<file path="src/rtl/arcade_input_cond.sv">
// rtl/arcade_input_cond.sv - player control conditioning: sync, debounce, SOCD, coin pulse shaping
//
// Purpose:
//   Sits between the joystick source mux and the arcade core. Every raw
//   control bit is synchronised and debounced on a slow prescaled tick.
//   Opposing directions cancel. Coin presses become fixed-width active-low
//   pulses with a guaranteed gap, and one extra press can wait in a queue.
//
// Ports:
//   clk_sys     system clock, all logic on the rising edge
//   reset       synchronous, active-high
//   joy_in      raw active-high {coin,start2,start1,bomb,fire,up,down,left,right}
//   btn_n       debounced, SOCD-filtered, active-low {start2..right}
//   coin_n      active-low shaped coin pulse
//   coin_count  credits issued, saturating at 16'hFFFF
//   tick        prescaler tick, one cycle wide

module arcade_input_cond #(
    parameter int PRESCALE         = 2000,
    parameter int DEB_TICKS        = 8,
    parameter int COIN_PULSE_TICKS = 40,
    parameter int COIN_GAP_TICKS   = 40
) (
    input  logic        clk_sys,
    input  logic        reset,
    input  logic [8:0]  joy_in,
    output logic [7:0]  btn_n,
    output logic        coin_n,
    output logic [15:0] coin_count,
    output logic        tick
);

    localparam int PW = (PRESCALE > 1) ? $clog2(PRESCALE) : 1;
    localparam logic [PW-1:0] PRESC_LAST = PW'(PRESCALE - 1);
    localparam logic [7:0]    DEB_LAST   = 8'(DEB_TICKS - 1);
    localparam logic [15:0]   PULSE_LAST = 16'(COIN_PULSE_TICKS - 1);
    localparam logic [15:0]   GAP_LAST   = 16'(COIN_GAP_TICKS - 1);

    // Bit positions inside joy_in / stable
    localparam int B_RIGHT = 0;
    localparam int B_LEFT  = 1;
    localparam int B_DOWN  = 2;
    localparam int B_UP    = 3;
    localparam int B_COIN  = 8;

    // ------------------------------------------------------------------
    // Prescaler
    // ------------------------------------------------------------------
    logic [PW-1:0] presc;

    assign tick = (presc == PRESC_LAST);

    always_ff @(posedge clk_sys) begin
        if (reset) begin
            presc <= '0;
        end else if (tick) begin
            presc <= '0;
        end else begin
            presc <= presc + 1'b1;
        end
    end

    // ------------------------------------------------------------------
    // Two-flop synchroniser
    // ------------------------------------------------------------------
    logic [8:0] sync1;
    logic [8:0] sync2;

    always_ff @(posedge clk_sys) begin
        if (reset) begin
            sync1 <= '0;
            sync2 <= '0;
        end else begin
            sync1 <= joy_in;
            sync2 <= sync1;
        end
    end

    // ------------------------------------------------------------------
    // Debounce: a bit must disagree with its stable value on DEB_TICKS
    // consecutive ticks. Any cycle of agreement restarts the count, so a
    // glitch shorter than that window never reaches the stable value.
    // ------------------------------------------------------------------
    logic [8:0] stable;
    logic [7:0] deb_cnt [9];

    always_ff @(posedge clk_sys) begin
        if (reset) begin
            stable <= '0;
            for (int i = 0; i < 9; i++) begin
                deb_cnt[i] <= '0;
            end
        end else begin
            for (int i = 0; i < 9; i++) begin
                if (sync2[i] == stable[i]) begin
                    deb_cnt[i] <= '0;
                end else if (tick) begin
                    if (deb_cnt[i] == DEB_LAST) begin
                        stable[i]  <= sync2[i];
                        deb_cnt[i] <= '0;
                    end else begin
                        deb_cnt[i] <= deb_cnt[i] + 1'b1;
                    end
                end
            end
        end
    end

    // ------------------------------------------------------------------
    // SOCD: opposing directions held together both read as released
    // ------------------------------------------------------------------
    logic [7:0] filt;

    always_comb begin
        filt = stable[7:0];
        if (stable[B_LEFT] && stable[B_RIGHT]) begin
            filt[B_LEFT]  = 1'b0;
            filt[B_RIGHT] = 1'b0;
        end
        if (stable[B_UP] && stable[B_DOWN]) begin
            filt[B_UP]   = 1'b0;
            filt[B_DOWN] = 1'b0;
        end
    end

    always_ff @(posedge clk_sys) begin
        if (reset) begin
            btn_n <= 8'hFF;
        end else begin
            btn_n <= ~filt;
        end
    end

    // ------------------------------------------------------------------
    // Coin edge detect
    // ------------------------------------------------------------------
    logic stable_d;
    logic coin_rise;

    always_ff @(posedge clk_sys) begin
        if (reset) begin
            stable_d <= 1'b0;
        end else begin
            stable_d <= stable[B_COIN];
        end
    end

    assign coin_rise = stable[B_COIN] & ~stable_d;

    // ------------------------------------------------------------------
    // Coin pulse FSM with one-deep pending queue and saturating counter
    // ------------------------------------------------------------------
    typedef enum logic [1:0] {
        IDLE  = 2'd0,
        PULSE = 2'd1,
        GAP   = 2'd2
    } coin_state_t;

    coin_state_t state;
    logic [15:0] cnt;
    logic        pending;
    logic [15:0] count_q;
    logic [15:0] count_inc;

    assign count_inc  = (count_q == 16'hFFFF) ? count_q : count_q + 16'd1;
    assign coin_count = count_q;

    always_ff @(posedge clk_sys) begin
        if (reset) begin
            state   <= IDLE;
            coin_n  <= 1'b1;
            cnt     <= '0;
            pending <= 1'b0;
            count_q <= '0;
        end else begin
            case (state)
                IDLE: begin
                    coin_n <= 1'b1;
                    if (coin_rise) begin
                        state   <= PULSE;
                        coin_n  <= 1'b0;
                        cnt     <= PULSE_LAST;
                        count_q <= count_inc;
                    end
                end

                PULSE: begin
                    // A rise while a credit is already waiting is dropped
                    if (coin_rise) begin
                        pending <= 1'b1;
                    end
                    if (tick) begin
                        if (cnt == '0) begin
                            state  <= GAP;
                            coin_n <= 1'b1;
                            cnt    <= GAP_LAST;
                        end else begin
                            cnt <= cnt - 16'd1;
                        end
                    end
                end

                GAP: begin
                    if (tick && cnt == '0) begin
                        if (pending) begin
                            // A rise on this very cycle becomes the next queued credit
                            state   <= PULSE;
                            coin_n  <= 1'b0;
                            cnt     <= PULSE_LAST;
                            pending <= coin_rise;
                            count_q <= count_inc;
                        end else if (coin_rise) begin
                            // Gap already satisfied: start straight away, nothing lost
                            state   <= PULSE;
                            coin_n  <= 1'b0;
                            cnt     <= PULSE_LAST;
                            count_q <= count_inc;
                        end else begin
                            state  <= IDLE;
                            coin_n <= 1'b1;
                        end
                    end else begin
                        if (coin_rise) begin
                            pending <= 1'b1;
                        end
                        if (tick) begin
                            cnt <= cnt - 16'd1;
                        end
                    end
                end

                default: begin
                    state   <= IDLE;
                    coin_n  <= 1'b1;
                    pending <= 1'b0;
                end
            endcase
        end
    end

endmodule

</file>
<file path="config.mk">
export PLATFORM = sky130hd
export DESIGN_NAME = arcade_input_cond
export DESIGN_NICKNAME = d
export VERILOG_FILES = /design/src/rtl/arcade_input_cond.sv
export SDC_FILE = /design/constraint.sdc
export NUM_CORES = 1
export LEC_CHECK = 0
export CAP_MARGIN = 15
export CORE_ASPECT_RATIO = 1.25
export CORE_MARGIN = 5
export CORE_UTILIZATION = 35
export DETAILED_ROUTE_END_ITERATION = 12
export DONT_BUFFER_PORTS = 1
export GPL_TIMING_DRIVEN = 0
export PLACE_DENSITY_LB_ADDON = 0.1
export SYNTH_ARGS = -nofsm -noshare
export SYNTH_HDL_FRONTEND = slang
export SYNTH_SLANG_ARGS = --single-unit
export TNS_END_PERCENT = 1
</file>
<file path="constraint.sdc">
create_clock -name clk_sys -period 6.63 [get_ports clk_sys]
set_clock_uncertainty 0.15 [all_clocks]
set_input_delay 1.326 -clock clk_sys [delete_from_list [all_inputs] [get_ports clk_sys]]
set_output_delay 1.326 -clock clk_sys [all_outputs]
set_load 0.1 [all_outputs]
</file>
# After elaboration in Yosys (flattened, before gate mapping)
# Memory sizes are Yosys's and may differ from the RTL's.
# Index checks and enable logic that the tools add are counted.
# totals
memories	1
ramBits	72
output_inout_bits	26
inputBits	11
ff_bits	83
# op_classes
bitwise	39
mux	177
addsub	12
reduce_logical	21
n_eq_ne	27
# memory_table
name	words	word_bits	read_ports	rd_clocked_by_memory_dff	write_ports	line_no	text
deb_cnt	9	8	9	0	9	85	logic [7:0] deb_cnt [9];
# op_table
cell	n
8-bit 2-to-1 mux	27
16-bit 2-to-1 mux	10
1-bit 2-to-1 mux	129
8-bit by 1-bit adder with 8-bit output (second input constant)	9
8-bit by 3-bit == test with 1-bit output (second input constant)	9
16-bit case mux with 3 select lines	1
3-bit AND reduction	11
16-bit case mux with 2 select lines	1
1-bit OR	27
16-bit by 1-bit adder with 16-bit output (second input constant)	1
16-bit == test (second input constant)	1
16-bit logical NOT	1
16-bit by 1-bit subtractor with 16-bit output (second input constant)	1
2-bit 2-to-1 mux	6
11-bit by 1-bit adder with 11-bit output (second input constant)	1
11-bit == test (second input constant)	1
1-bit NOT	10
1-bit == test	9
2-bit inequality test (second input constant)	4
8-bit NOT	1
1-bit case mux with 3 select lines	2
2-bit case mux with 3 select lines	1
4-bit AND reduction	1
1-bit logical AND	3
other kinds (9)	9

# Logic depth before layout (Yosys ltp)
# Gate-level depths: netlist of the first run.
# An unclocked memory read counts as a cell.
# logic_depth
ltp_word	9
mapped_depth	9

# Worst setup path after synthesis of the first run
# OpenSTA, ideal clock, no wires.
# synth_timing
path_type	reg2out
from	reg presc[0]
to	out tick
slack_ns	3.486
arrival_time_ns	1.668
path_stages_with_launch	5
required_ns	5.154
n_path_buf	0
cell_sequence	dfxtp_1 > ha_1 > nand3_1 > or3_1 > inv_1
# synth_between
elab_chain_cells	1
# synth_lines
item	line_no	text
start: declaration	49	logic [PW-1:0] presc;
start signal: assignment	59	presc <= presc + 1'b1;
11-bit == test	51	assign tick = (presc == PRESC_LAST);
end: declaration	30	output logic tick
# Every way passes these cells.

# Worst setup path after layout of the first run
# Ends and elaborated chain as after synthesis.

==> results of run 1 <==
==> layout by cell type, fill, tap and decap left out, types with 3 or more instances in the layout <==
| cell type | synthesis | final |
|---|---|---|
| or3_1 | 7 | 7 |
| edfxtp_1 | 72 | 72 |
| nor3_1 | 14 | 14 |
| nand4_1 | 7 | 7 |
| or4_1 | 11 | 11 |
| o31ai_1 | 5 | 5 |
| a31oi_1 | 10 | 10 |
| clkbuf_1 | 10 | 13 |
| o21ai_0 | 14 | 14 |
| o311ai_1 | 7 | 7 |
| and3_1 | 23 | 23 |
| and2_1 | 6 | 6 |
| nand2b_1 | 12 | 12 |
| inv_1 | 17 | 17 |
| a21oi_1 | 24 | 24 |
| nand3_1 | 54 | 54 |
| o31a_1 | 5 | 5 |
| dfxtp_1 | 83 | 83 |
| nand2_1 | 40 | 40 |
| nor4_1 | 14 | 14 |
| and4_1 | 4 | 4 |
| clkinv_4 | 0 | 4 |
| o21a_1 | 3 | 3 |
| nor2b_1 | 21 | 21 |
| xor2_1 | 49 | 49 |
| clkbuf_16 | 0 | 19 |
| ha_1 | 16 | 16 |
| o211ai_1 | 4 | 4 |
| a211oi_1 | 3 | 3 |
| clkbuf_8 | 0 | 3 |
| mux2i_1 | 9 | 9 |
| xnor2_1 | 28 | 28 |
| nor2_1 | 132 | 132 |
==> registers in the layout (all words and copies together), names as in the netlist <==
register	cells
btn_n	8
cnt	16
coin_count	16
coin_n	1
deb_cnt	72
pending	1
presc	11
stable	9
stable_d	1
state	2
sync1	9
sync2	9
==> power groups by stage <==
stage | Sequential [mW] | Clock [mW] | Combinational [mW]
global route | 1.04 | 1.04 | 0.151
detailed placement | 1.06 | 0 | 0.133
CTS | 1.04 | 1.00 | 0.135
global placement | 1.06 | 0 | 0.132
floorplan | 1.05 | 0 | 0.100
finish | 1.04 | 0.975 | 0.134
==> final cells by class <==
cell class	instances	area, µm²
plain buffers	13	56.3
clock buffers	25	528
clock inverters	7	76.3
fillers	2077	12400
inverters	17	63.8
multi-input cells	547	3340
flip-flops and latches	155	3820
well taps	274	343
==> layer usage <==
metal  vias to the layer above  routed length (µm)
met5                         -                  24
met1                      2603                7340
li1                       2651                   -
met4                         4                 176
met3                        17                 578
met2                        68                7840
==> worst paths after layout <==
kind	startpoint	end	slack, ps	cells past startpoint
max	presc[0]	tick	2830	4
min	stable[4]	btn_n[4]	270	1
max reg2reg	cnt[0]	cnt[6]	3300	9
min reg2reg	stable[4]	btn_n[4]	270	1
==> logic make-up (layout without fill, tap and decap cells) <==
| logic type | Yosys count | after routing | synth area share |
|---|---|---|---|
| multiplexers | 10 | 10 | 0.0139 |
| adder cells (fa/ha/maj) | 16 | 16 | 0.0275 |
| AO/OA/AOI/OAI | 87 | 87 | 0.0800 |
| AND/OR/NAND/NOR | 357 | 357 | 0.244 |
| buffers and inverters | 30 | 62 | 0.0165 |
| flip-flops | 155 | 155 | 0.526 |
| XOR/XNOR | 77 | 77 | 0.0927 |
==> results.toml, run 1 <==
[floorplanning]
core_um2 = 20700
fp.dieArea_um2 = 23800
initial_core_util = 0.352
io_pins = 37
die_h_um = 171
die_x_um = 139
num_rows = 59

[power_and_ir_drop]
p_int_mw = 1.66
power_frac_seq = 0.483
fin_total_pwr_mw = 2.15
irDropWorstVdd_mv = 0.183
swShare = 0.228
combPwrFrac = 0.062
power_switching_mw = 0.489
clockPowerShare = 0.454
p_per_area_nw_per_um2 = 261
p_leak_nw = 2.99

[grt]
grt_pass1_wl_um = 26400
grt_pass1_vias = 5252
antenna_found_initial = 2
grt.overflow.total = 0
grt_usage = 0.137
met1_usage = 0.168
grt_max_degree = 17
grt_util_met2 = 0.238
grtUsageMet3 = 0.0359
busiest_layer = "met2"

[clock_tree]
holdBufCountCts = 0
clkLatencyLatePin_ps = 420
cts_made_buffers = 17
cts.reportedPaths.clkPinSlew_ps = 60
postCtsSetupRepairBufs = 0
cts_resized = 0
cts.htree.levels = 4
cts_root_buf = "clkbuf_16"
cts.sinks = 155
cts_tree = "yes"
clockBufferDepth = 2

[critical_path]
slowest_delay_ps = 670
path_buf_inv = 1
cp_max_fo = 5
critPathCaptureType = "primary output"
critical-path-slowest-cell = "inv_1"
start_kind = "register"
arrival_ps = 2330
crit_chain = "ha_1, nand3_1, or3_1, inv_1"
critical_path_class = "reg -> out"
cp_top_family = "buffers and inverters"
required_ps = 5150

[run]
maxCapViolations = 0

[timing]
rsz0062_at_grt = "false"
finalHoldViolations = 0
whs_ps = 273
fin_crit_sh = 0.573
finalWorstSetupSlack_ps = 2830
fin_tns_setup_ps = 0
slew_headroom = 0.247
worstMarginPinSlew_ps = 1130
finalSetupViolCount = 0
max_freq_mhz = 263
period_minus_slack_ps = 3800
finalMaxSlewViolations = 0

[cells_and_area]
final_cells = 1038
utilization = 0.398
syn_to_final_growth_pct = 13.1
drive_above_1_share = 0.0537
diodes = 0
nets = 778
final_area_um2 = 8230

[drt]
drt_iter0_drc = 218
dr_total_vias = 5343
drt_first_pass_iters = 5
ant_nets = 0
postRouteWirelength_um = 16000
wl_per_cell_um = 15.4
drc_errors = 0
via_per_inst = 5.15

[yosys]
synth_commonest_cells = "nor2_1, dfxtp_1, edfxtp_1, nand3_1, xor2_1"
synth_seq_cells = 155
netlist_instances = 732
ys_async_sr_fraction = 0
synthFlopType = "dfxtp_1"
synth_enable_flop_cells = 72
seq_area_frac_synth = 0.526
mappedNetlistNets = 759
synth.avg_cell_area_um2 = 9.94
synth_top_area_cell = "edfxtp_1"
synth_area_um2 = 7280
ys_types = 53
synth.most_common_cell = "nor2_1"
synth_top_area_share = 0.297
ys_top_cells_by_area = "edfxtp_1, dfxtp_1, nor2_1"
synth.yosys.warnings = 0

[place]
portBuffers = 0
hpwl_um = 11100
gp_congestion = 0.763
dp_slack_ps = 3010
place_area_um2 = 7630
place_inst = 1006

[hold_path]
hold_class = "reg -> reg"

[run_status]
status = "finished clean"
No activity file was read; power rests on OpenSTA's default activity.
==> run 2, diff against run 1 <==
==> constraint.sdc (replaced) <==
create_clock -name clk_sys -period 3.9 [get_ports clk_sys]
set_clock_uncertainty 0.15 [all_clocks]
set_input_delay 0.78 -clock clk_sys [delete_from_list [all_inputs] [get_ports clk_sys]]
set_output_delay 0.78 -clock clk_sys [all_outputs]
set_load 0.1 [all_outputs]
==> results of run 2 <==
Same layout as run 1 (identical final DEF). Status: finished clean.
Main changes from that run: setup slack after placement 3010 ps -> 612 ps; clock-pin slew on the worst setup and hold paths 60 ps -> 70 ps; setup slack after layout 2830 ps -> 573 ps; start point of the critical path presc[0] -> cnt[0]; end point of the critical path tick -> cnt[6]; register-to-register setup slack 3300 ps -> 570 ps; total power 2.15 mW -> 3.65 mW; worst IR drop on VDD 0.183 mV -> 0.310 mV
==> run 3, diff against run 2 <==
--- a/config.mk
+++ b/config.mk
@@ -6,7 +6,7 @@
 export NUM_CORES = 1
 export LEC_CHECK = 0
 export CAP_MARGIN = 15
-export CORE_ASPECT_RATIO = 1.25
+export CORE_ASPECT_RATIO = 0.6
 export CORE_MARGIN = 5
 export CORE_UTILIZATION = 35
 export DETAILED_ROUTE_END_ITERATION = 12
==> run 3 against run 2 <==
  * Combinational power barely moved
  * Critical path depth is the same
  * Sequential power about the same
  * Via count down 0.94%
  * Critical path type unchanged
  * Critical endpoint unchanged
  * Largest power group unchanged
==> results.toml, run 3 (synthesized netlist as in run 1, its figures left out) <==
[power_and_ir_drop]
power_switching_mw = 0.871
p_int_mw = 2.77
irDropWorstVdd_mv = 0.299
combPwrFrac = 0.063
power_frac_seq = 0.484
clockPowerShare = 0.453
swShare = 0.239
p_per_area_nw_per_um2 = 443
p_leak_nw = 2.98

[grt]
met1_usage = 0.209
grt_usage = 0.141
grtUsageMet3 = 0.0379
busiest_layer = "met1"
grt_pass1_vias = 5007
grt_pass1_wl_um = 26700
grt_max_degree = 17
antenna_found_initial = 1
grt.overflow.total = 0
grt_util_met2 = 0.197

[timing]
finalWorstSetupSlack_ps = 509
finalSetupViolCount = 0
finalHoldViolations = 0
finalMaxSlewViolations = 0
fin_crit_sh = 0.869
rsz0062_at_grt = "false"
period_minus_slack_ps = 3390
slew_headroom = 0.241
max_freq_mhz = 295
whs_ps = 288
fin_tns_setup_ps = 0
worstMarginPinSlew_ps = 1140

[drt]
drt_first_pass_iters = 4
dr_total_vias = 5293
wl_per_cell_um = 15.4
via_per_inst = 5.10
drc_errors = 0
drt_iter0_drc = 288
postRouteWirelength_um = 16000
ant_nets = 0

[place]
gp_congestion = 0.801
hpwl_um = 11300
portBuffers = 0
dp_slack_ps = 647
place_area_um2 = 7630

[clock_tree]
cts_resized = 0
cts.sinks = 155
cts.reportedPaths.clkPinSlew_ps = 70
clkLatencyLatePin_ps = 430
cts_tree = "yes"
cts_made_buffers = 17
cts.htree.levels = 4
cts_root_buf = "clkbuf_16"
holdBufCountCts = 0
postCtsSetupRepairBufs = 0
clockBufferDepth = 2

[floorplanning]
die_x_um = 196
num_rows = 40
die_h_um = 122
fp.dieArea_um2 = 23900
initial_core_util = 0.360
io_pins = 37
core_um2 = 20200

[critical_path]
critical_path_class = "reg -> reg"
cp_max_fo = 10
critical-path-slowest-cell = "nor4_1"
start_kind = "register"
critPathCaptureType = "register"
cp_common_cell = "a31oi_1"
required_ps = 4110
crit_chain = "inv_1, ha_1, nor3b_1, nand3_1, clkbuf_1, nor2_1, nor4_1, a31oi_1, a31oi_1"
slowest_delay_ps = 980
arrival_ps = 3600

[cells_and_area]
regMostFlops = "deb_cnt"
utilization = 0.406
syn_to_final_growth_pct = 12.9
largest_reg_flops = 72
most-common-layout-cells = "nor2_1, dfxtp_1, edfxtp_1, nand3_1, xor2_1"
fill_cells = 2003
layout_commonest_cell = "nor2_1"
nets = 778
final_area_um2 = 8220
drive_above_1_share = 0.0550

[run_status]
status = "finished clean"

[hold_path]
hold_class = "reg -> reg"

[run]
maxCapViolations = 0
## run 3: cell count changes in the layout (fill, tap and decap cells not counted)
cell	change
clkbuf_1	-2
diode_2	+1
clkbuf_16	-2
bufinv_16	+1
clkinv_1	+1
clkbuf_8	-2
clkinv_4	+4
## run 3: area by class of cell
class,instances,area (µm²),share of cell area
Tap cell,273,342,0.0416
Clock buffer,19,443,0.0539
Multi-Input combinational cell,547,3340,0.407
Antenna cell,1,2.50,0.000305
Inverter,17,63.8,0.00777
Sequential cell,155,3820,0.465
Clock inverter,13,145,0.0177
Buffer,13,56.3,0.00685
## run 3: worst max-delay path: cells and delay by family, from the launching register on
family                     cells  cell delay [ps]
and+or+nand+nor                4             1640
buffers and inverters          2              500
DFF                            1              440
AOI/OAI and AO/OA              2              360
adders and majority gates      1              220
## run 3: worst paths after layout
check	start	to	slack (ps)	cells past startpoint
max	cnt[0]	cnt[6]	510	9
min	sync1[7]	sync2[7]	290	1
max reg2reg	cnt[0]	cnt[6]	510	9
min reg2reg	sync1[7]	sync2[7]	290	1
## run 3: layer usage
layer,vias to the layer above,routed length [µm]
met2,119,6500
met5,-,0
met4,0,193
met1,2487,8530
li1,2674,-
met3,13,798
## run 3: metrics by stage
step	total power, mW	instances
floorplan	1.96	732
global placement	2.02	1005
detailed placement	2.02	1005
CTS	3.70	1037
global route	3.80	1038
finish	3.64	1038
## run 3: power groups by stage
stage	logic, mW	registers [mW]	clock network [mW]
global placement	0.224	1.80	0
CTS	0.229	1.76	1.71
floorplan	0.171	1.79	0
global route	0.259	1.77	1.78
finish	0.230	1.76	1.65
detailed placement	0.227	1.80	0
